File: config.mk
export PLATFORM = sky130hd
export DESIGN_NAME = execute_stage
export DESIGN_NICKNAME = d
export VERILOG_FILES = /design/src/rtl/execute_stage.sv
export SDC_FILE = /design/constraint.sdc
export NUM_CORES = 1
export LEC_CHECK = 0
export CAP_MARGIN = 20
export CELL_PAD_IN_SITES_DETAIL_PLACEMENT = 0
export CELL_PAD_IN_SITES_GLOBAL_PLACEMENT = 1
export CORE_ASPECT_RATIO = 0.75
export CORE_MARGIN = 5
export CORE_UTILIZATION = 35
export CTS_CLUSTER_SIZE = 24
export DETAILED_ROUTE_END_ITERATION = 16
export GPL_TIMING_DRIVEN = 1
export HOLD_SLACK_MARGIN = 0.06
export PLACE_DENSITY_LB_ADDON = 0.1
export SYNTH_ARGS = -nofsm -noshare
export SYNTH_HDL_FRONTEND = slang
export SYNTH_SLANG_ARGS = --single-unit
File: constraint.sdc
create_clock -name clk_i -period 11.3 [get_ports clk_i]
set_clock_uncertainty 0.15 [all_clocks]
set_input_delay 2.26 -clock clk_i [delete_from_list [all_inputs] [get_ports clk_i]]
set_output_delay 2.26 -clock clk_i [all_outputs]
set_load 0.01 [all_outputs]
File: src/rtl/execute_stage.sv
// Execute stage: operand forwarding, single-cycle ALU, NZCV flag register
// and an iterative multi-cycle multiplier that stalls the front of the pipe.
//
// Ports:
//   clk_i, reset_n_i           clock, async active-low reset
//   alu_control_signal_i       operation (ADD..MUL)
//   alu_input_{1,2}_select_i   operand source (REG_DATA/IMMEDIATE/ACCUMULATOR_IMM)
//   update_flag_i              write NZCV when the result is final
//   reg_{1,2}_source_addr_i    source register numbers
//   reg_{1,2}_data_i           register-file read data
//   immediate_i                immediate from ID/EX
//   accumulator_imm_i          accumulator immediate from ID/EX
//   ex_mem_* / mem_wb_*        forwarding sources (dest, write enable, data)
//   alu_result_o               result to EX/MEM
//   result_valid_o             alu_result_o is final this cycle
//   stall_o                    hold IF/ID and ID/EX, bubble EX/MEM
//   flags_o                    registered {N,Z,C,V}
package execute_pkg;
  typedef enum logic [3:0] {
    ADD, SUB, AND, ORR, EOR, LSL, LSR, ASR, MOV, MUL
  } alu_control_signal;
  typedef enum logic [1:0] {
    REG_DATA, IMMEDIATE, ACCUMULATOR_IMM
  } alu_input_source;
  typedef enum logic {
    NO_UPDATE_FLAG, UPDATE_FLAG
  } update_flag_sig;
  typedef enum logic {
    NO_REG_WRITE, REG_WRITE
  } reg_file_write_sig;
endpackage

module execute_stage
  import execute_pkg::*;
#(
  parameter int WORD               = 32,
  parameter int ADDR_WIDTH         = 4,
  parameter int MUL_BITS_PER_CYCLE = 4
) (
  input  logic                  clk_i,
  input  logic                  reset_n_i,
  input  alu_control_signal     alu_control_signal_i,
  input  alu_input_source       alu_input_1_select_i,
  input  alu_input_source       alu_input_2_select_i,
  input  update_flag_sig        update_flag_i,
  input  logic [ADDR_WIDTH-1:0] reg_1_source_addr_i,
  input  logic [ADDR_WIDTH-1:0] reg_2_source_addr_i,
  input  logic [WORD-1:0]       reg_1_data_i,
  input  logic [WORD-1:0]       reg_2_data_i,
  input  logic [WORD-1:0]       immediate_i,
  input  logic [WORD-1:0]       accumulator_imm_i,
  input  logic [ADDR_WIDTH-1:0] ex_mem_dest_addr_i,
  input  reg_file_write_sig     ex_mem_write_en_i,
  input  logic [WORD-1:0]       ex_mem_result_i,
  input  logic [ADDR_WIDTH-1:0] mem_wb_dest_addr_i,
  input  reg_file_write_sig     mem_wb_write_en_i,
  input  logic [WORD-1:0]       mem_wb_result_i,
  output logic [WORD-1:0]       alu_result_o,
  output logic                  result_valid_o,
  output logic                  stall_o,
  output logic [3:0]            flags_o
);

  localparam int ITER = WORD / MUL_BITS_PER_CYCLE;
  localparam int CW   = (ITER > 1) ? $clog2(ITER) : 1;

  typedef enum logic [1:0] {
    S_IDLE, S_BUSY, S_DONE
  } state_t;

  state_t state_q, state_d;

  logic [WORD-1:0] fwd_1, fwd_2;
  logic [WORD-1:0] op1, op2;
  logic [WORD-1:0] alu_res;
  logic            c_new, v_new;
  logic [WORD:0]   add_w, sub_w;
  logic [WORD:0]   lsl_w, lsr_w, asr_w;
  logic [7:0]      amt;

  logic [WORD-1:0] mcand_q, mplier_q, acc_q;
  logic [WORD-1:0] pp;
  logic [CW-1:0]   cnt_q;
  logic            is_mul, last_iter;

  // EX/MEM is the younger producer, so it takes priority
  always_comb begin
    fwd_1 = reg_1_data_i;
    if (ex_mem_write_en_i == REG_WRITE &&
        ex_mem_dest_addr_i == reg_1_source_addr_i)
      fwd_1 = ex_mem_result_i;
    else if (mem_wb_write_en_i == REG_WRITE &&
             mem_wb_dest_addr_i == reg_1_source_addr_i)
      fwd_1 = mem_wb_result_i;
  end

  always_comb begin
    fwd_2 = reg_2_data_i;
    if (ex_mem_write_en_i == REG_WRITE &&
        ex_mem_dest_addr_i == reg_2_source_addr_i)
      fwd_2 = ex_mem_result_i;
    else if (mem_wb_write_en_i == REG_WRITE &&
             mem_wb_dest_addr_i == reg_2_source_addr_i)
      fwd_2 = mem_wb_result_i;
  end

  always_comb begin
    op1 = fwd_1;
    unique case (alu_input_1_select_i)
      IMMEDIATE:       op1 = immediate_i;
      ACCUMULATOR_IMM: op1 = accumulator_imm_i;
      default:         op1 = fwd_1;
    endcase
  end

  always_comb begin
    op2 = fwd_2;
    unique case (alu_input_2_select_i)
      IMMEDIATE:       op2 = immediate_i;
      ACCUMULATOR_IMM: op2 = accumulator_imm_i;
      default:         op2 = fwd_2;
    endcase
  end

  // Shifts run one bit wider so the bit shifted out lands in the extra bit;
  // amounts beyond the width naturally flush to zero or sign fill.
  assign amt   = op2[7:0];
  assign add_w = {1'b0, op1} + {1'b0, op2};
  assign sub_w = {1'b0, op1} + {1'b0, ~op2} + {{WORD{1'b0}}, 1'b1};
  assign lsl_w = {1'b0, op1} << amt;
  assign lsr_w = {op1, 1'b0} >> amt;
  assign asr_w = $signed({op1, 1'b0}) >>> amt;

  always_comb begin
    alu_res = '0;
    c_new   = flags_o[1];
    v_new   = flags_o[0];
    unique case (alu_control_signal_i)
      ADD: begin
        alu_res = add_w[WORD-1:0];
        c_new   = add_w[WORD];
        v_new   = (op1[WORD-1] == op2[WORD-1]) &&
                  (alu_res[WORD-1] != op1[WORD-1]);
      end
      SUB: begin
        alu_res = sub_w[WORD-1:0];
        c_new   = sub_w[WORD];
        v_new   = (op1[WORD-1] != op2[WORD-1]) &&
                  (alu_res[WORD-1] != op1[WORD-1]);
      end
      AND: alu_res = op1 & op2;
      ORR: alu_res = op1 | op2;
      EOR: alu_res = op1 ^ op2;
      LSL: begin
        alu_res = lsl_w[WORD-1:0];
        if (amt != 8'd0) c_new = lsl_w[WORD];
      end
      LSR: begin
        alu_res = lsr_w[WORD:1];
        if (amt != 8'd0) c_new = lsr_w[0];
      end
      ASR: begin
        alu_res = asr_w[WORD:1];
        if (amt != 8'd0) c_new = asr_w[0];
      end
      MOV:     alu_res = op2;
      default: alu_res = '0;
    endcase
  end

  assign is_mul    = (alu_control_signal_i == MUL);
  assign last_iter = (cnt_q == CW'(ITER - 1));
  assign pp        = mcand_q * WORD'(mplier_q[MUL_BITS_PER_CYCLE-1:0]);

  always_ff @(posedge clk_i or negedge reset_n_i) begin
    if (!reset_n_i) state_q <= S_IDLE;
    else            state_q <= state_d;
  end

  always_comb begin
    state_d = state_q;
    unique case (state_q)
      S_IDLE:  if (is_mul) state_d = S_BUSY;
      S_BUSY:  if (last_iter) state_d = S_DONE;
      S_DONE:  state_d = S_IDLE;
      default: state_d = S_IDLE;
    endcase
  end

  // Reset gates the handshake outputs so stall drops without a clock edge
  always_comb begin
    stall_o        = 1'b0;
    result_valid_o = 1'b0;
    alu_result_o   = alu_res;
    unique case (state_q)
      S_IDLE: begin
        stall_o        = reset_n_i & is_mul;
        result_valid_o = reset_n_i & ~is_mul;
      end
      S_BUSY: begin
        stall_o      = reset_n_i;
        alu_result_o = acc_q;
      end
      S_DONE: begin
        result_valid_o = reset_n_i;
        alu_result_o   = acc_q;
      end
      default: ;
    endcase
  end

  always_ff @(posedge clk_i or negedge reset_n_i) begin
    if (!reset_n_i) begin
      mcand_q  <= '0;
      mplier_q <= '0;
      acc_q    <= '0;
      cnt_q    <= '0;
    end else if (state_q == S_IDLE && is_mul) begin
      mcand_q  <= op1;
      mplier_q <= op2;
      acc_q    <= '0;
      cnt_q    <= '0;
    end else if (state_q == S_BUSY) begin
      acc_q    <= acc_q + pp;
      mcand_q  <= mcand_q << MUL_BITS_PER_CYCLE;
      mplier_q <= mplier_q >> MUL_BITS_PER_CYCLE;
      cnt_q    <= cnt_q + CW'(1);
    end
  end

  // In DONE the op input is still MUL, so C/V default to hold
  always_ff @(posedge clk_i or negedge reset_n_i) begin
    if (!reset_n_i) begin
      flags_o <= 4'b0000;
    end else if (update_flag_i == UPDATE_FLAG && result_valid_o) begin
      flags_o <= {alu_result_o[WORD-1],
                  alu_result_o == '0,
                  c_new,
                  v_new};
    end
  end

endmodule

==> results.py <==
metrics = {
    "route": {
        "dr.pass1.iters": 7,
        "wirelength_um": 140000,
        "num_vias": 27300,
        "route.detailed.drc": 0,
        "wl_per_cell_um": 35.0,
        "drtIter0Drc": 4325,
        "via_per_inst": 6.82,
        "antenna_left": 0,
    },
    "clock_network": {
        "clk_pin_slew_worst_paths_ps": 90,
        "cts_root_buf": "clkbuf_16",
        "htree_levels": 3,
        "insertion_delay_ps": 380,
        "post_cts_buffers": 0,
        "cts_tree": "yes",
        "cts.sinks": 105,
        "cts_made_buffers": 9,
        "cts_buffer_depth": 2,
    },
    "placement": {
        "portBuffers": 258,
        "gp_congestion": 1.12,
        "placed_area_mm2": 0.0262,
        "hpwl_um": 113000,
    },
    "finish": {
        "mostFrequentLayoutCell": "nand2_1",
        "areaGrowthSynthToFinish_pct": 21.7,
        "design_area_mm2": 0.0266,
        "nFillCells": 6254,
        "nets": 3634,
        "layout_common_cells": "nand2_1, clkdlybuf4s50_1, o21ai_0",
        "drive_gt1_share_pct": 10.7,
        "antenna_cells": 0,
    },
    "synthesis": {
        "syn-num-nets": 3377,
        "synth_edf_count": 0,
        "seq_area_frac_synth_pct": 12.0,
        "ys_types": 96,
        "synthesis.area_mm2": 0.0218,
        "postSynthAreaPerCell_um2": 7.46,
        "ys.flop_type": "dfrtp_1",
        "syn_inst": 2927,
        "synthArstFlopShare_pct": 100,
        "ys_warn_count": 0,
        "synth_seq_cells": 105,
    },
    "global_routing": {
        "grt_util_all_layers_pct": 39.6,
        "grt_pass1_wl_um": 196000,
        "grt_antenna_before_repair": 5,
        "grt.overflow.total": 0,
        "grt_pass1_vias": 25800,
        "grt_max_degree": 101,
    },
    "sta": {
        "tns_ps": 0,
        "period_share_pct": 98.7,
        "slew_violations": 0,
        "period_minus_slack_ps": 11150,
        "clock.fmax_mhz": 89.7,
        "finalSetupViolCount": 0,
        "rsz0062_at_grt": "yes",
        "tightest_slew_ps": 1220,
        "finalHoldViolations": 0,
        "max-slew-margin-rel_pct": 18.6,
    },
    "pwr": {
        "p_leak_nw": 11.0,
        "p_total_mw": 6.43,
        "vdd_drop_max_mv": 0.370,
        "p_per_area_mw_per_mm2": 242,
    },
    "floorplanning": {
        "ios": 259,
        "die_x_um": 298,
        "coreArea_mm2": 0.0619,
        "rows": 79,
        "start_util_pct": 35.3,
        "die_area_mm2": 0.0676,
        "die_y_um": 226,
    },
    "job": {
        "maxCapViolCount": 0,
    },
    "critical_path": {
        "path_cells": "clkdlybuf4s50_1, inv_1, ha_1, inv_1, buf_4, o41ai_2, a31oi_1, ha_1, nor4_1, buf_4, and2_1, o2111ai_1, a21boi_1, a211oi_1, o21bai_1, a21oi_1, o221ai_1, o221a_2, o221a_2, a21oi_1, clkdlybuf4s50_1",
        "timing_worst_setup_path_type": "in -> out",
        "cp_max_fo": 18,
        "end_kind": "output port",
        "critPathArrivalTime_ps": 8740,
        "cp_top_family": "compound AO/OA/AOI/OAI gates",
        "cp_num_buf_inv": 6,
        "cp_slowest_stage_delay_ps": 700,
        "cp.required_ps": 8890,
        "crit_path_top_delay_cell": "clkdlybuf4s50_1",
        "worst_setup_path_start_kind": "primary input",
    },
    "min_path": {
        "holdCritPathClass": "reg -> reg",
    },
    "outcome": {
        "status": "finished clean",
    },
}
## synth_stat cells, drive strengths merged, types with 23 or more instances
| master | number | area [um^2] |
|---|---|---|
| nand2 | 309 | 1160 |
| o21ai | 245 | 1230 |
| nor2 | 192 | 723 |
| a21oi | 185 | 930 |
| inv | 177 | 664 |
| mux2i | 170 | 1740 |
| clkbuf | 148 | 556 |
| ha | 141 | 1760 |
| dfrtp | 105 | 2630 |
| fa | 88 | 1760 |
| nand3 | 88 | 445 |
| nor3 | 74 | 375 |
| buf | 73 | 384 |
| a221o | 58 | 581 |
| a211oi | 57 | 443 |
| a221oi | 57 | 499 |
| a31oi | 55 | 357 |
| and2 | 53 | 332 |
| xnor2 | 40 | 350 |
| nor2b | 36 | 225 |
| o41ai | 36 | 435 |
| a22oi | 35 | 268 |
| nor4 | 31 | 194 |
| o221ai | 30 | 263 |
| a21o | 28 | 210 |
| and3 | 27 | 169 |
| o22ai | 25 | 156 |
| or3 | 25 | 156 |
| o211ai | 23 | 173 |
## through the flow
step / setup slack, ps / utilization (%) / instances / hold slack [ps]
3_3_place_gp: 298 / 42.3 / 3978 / 351
6_report: 147 / 43.0 / 3999 / 376
5_1_grt: -16.5 / 43.0 / 3999 / 400
4_1_cts: 181 / 42.8 / 3997 / 369
2_1_floorplan: 1520 / - / 2927 / 327
3_5_place_dp: 203 / 42.3 / 3981 / 335
## registers in the layout (all words and copies together), names as in the netlist
signal and count:
acc_q 32, cnt_q 3, flags_o 4, mcand_q 32, mplier_q 32, state_q 2
## worst min-delay path, stage by stage, from the launching register on
cell and delay [ps]:
dfrtp_1 380, nand2_1 70, o41ai_2 50
## kinds of logic after synthesis
| kind of cell | after synthesis | share of synthesized area (%) |
|---|---|---|
| AOI/OAI and AO/OA | 1057 | 34.4 |
| and+or+nand+nor | 899 | 19.3 |
| buffers and inverters | 403 | 7.49 |
| adders and majority gates | 229 | 16.1 |
| muxes | 181 | 8.53 |
| DFF | 105 | 12.0 |
| xor gates and xnor gates | 53 | 2.13 |
## routing by layer
layer | wire, um | vias up | global-route usage [%]
li1 | - | 11500 | -
met1 | 56800 | 13200 | 52.7
met2 | 56100 | 2132 | 57.4
met3 | 19500 | 436 | 15.6
met4 | 7520 | 7 | 16.1
met5 | 69 | - | 0
## what timing repair did
action | in CTS | in global routing
setup endpoints to repair | 0 | 7
endpoints found under the hold margin | 0 | 0
resized for setup | 0 | 8
hold buffers | 0 | 0
## report_power, final
part | internal (mW) | switching, mW | total [mW] | leakage, nW
Sequential | 0.552 | 0.280 | 0.832 | 1.32
Combinational | 2.02 | 3.23 | 5.25 | 9.50
Clock | 0.162 | 0.187 | 0.349 | 0.155
Total | 2.73 | 3.70 | 6.43 | 11.0
## final timing paths
check | from | to | slack, ps | cells after the start
worst max-delay path | alu_input_1_select_i[0] | alu_result_o[26] | 150 | 21
worst min-delay path | flags_o[2] | flags_o[2] | 380 | 2
worst max register to register | mplier_q[1] | acc_q[31] | 4520 | 21
worst min register to register | flags_o[2] | flags_o[2] | 380 | 2
max in group asynchronous | reset_n_i | mcand_q[28] | 7910 | 2
min in group asynchronous | reset_n_i | cnt_q[1] | 1720 | 1
## final cells by class
class	instances	area [um^2]	share of cell area, %
repair buffers	467	4240	15.9
clock inverters	7	91.3	0.343
well taps	810	1010	3.81
inverters	182	696	2.62
flip-flops and latches	105	2630	9.88
clock buffers	9	225	0.847
multi-input cells	2419	17700	66.6
No activity file was read; power rests on OpenSTA's default activity.
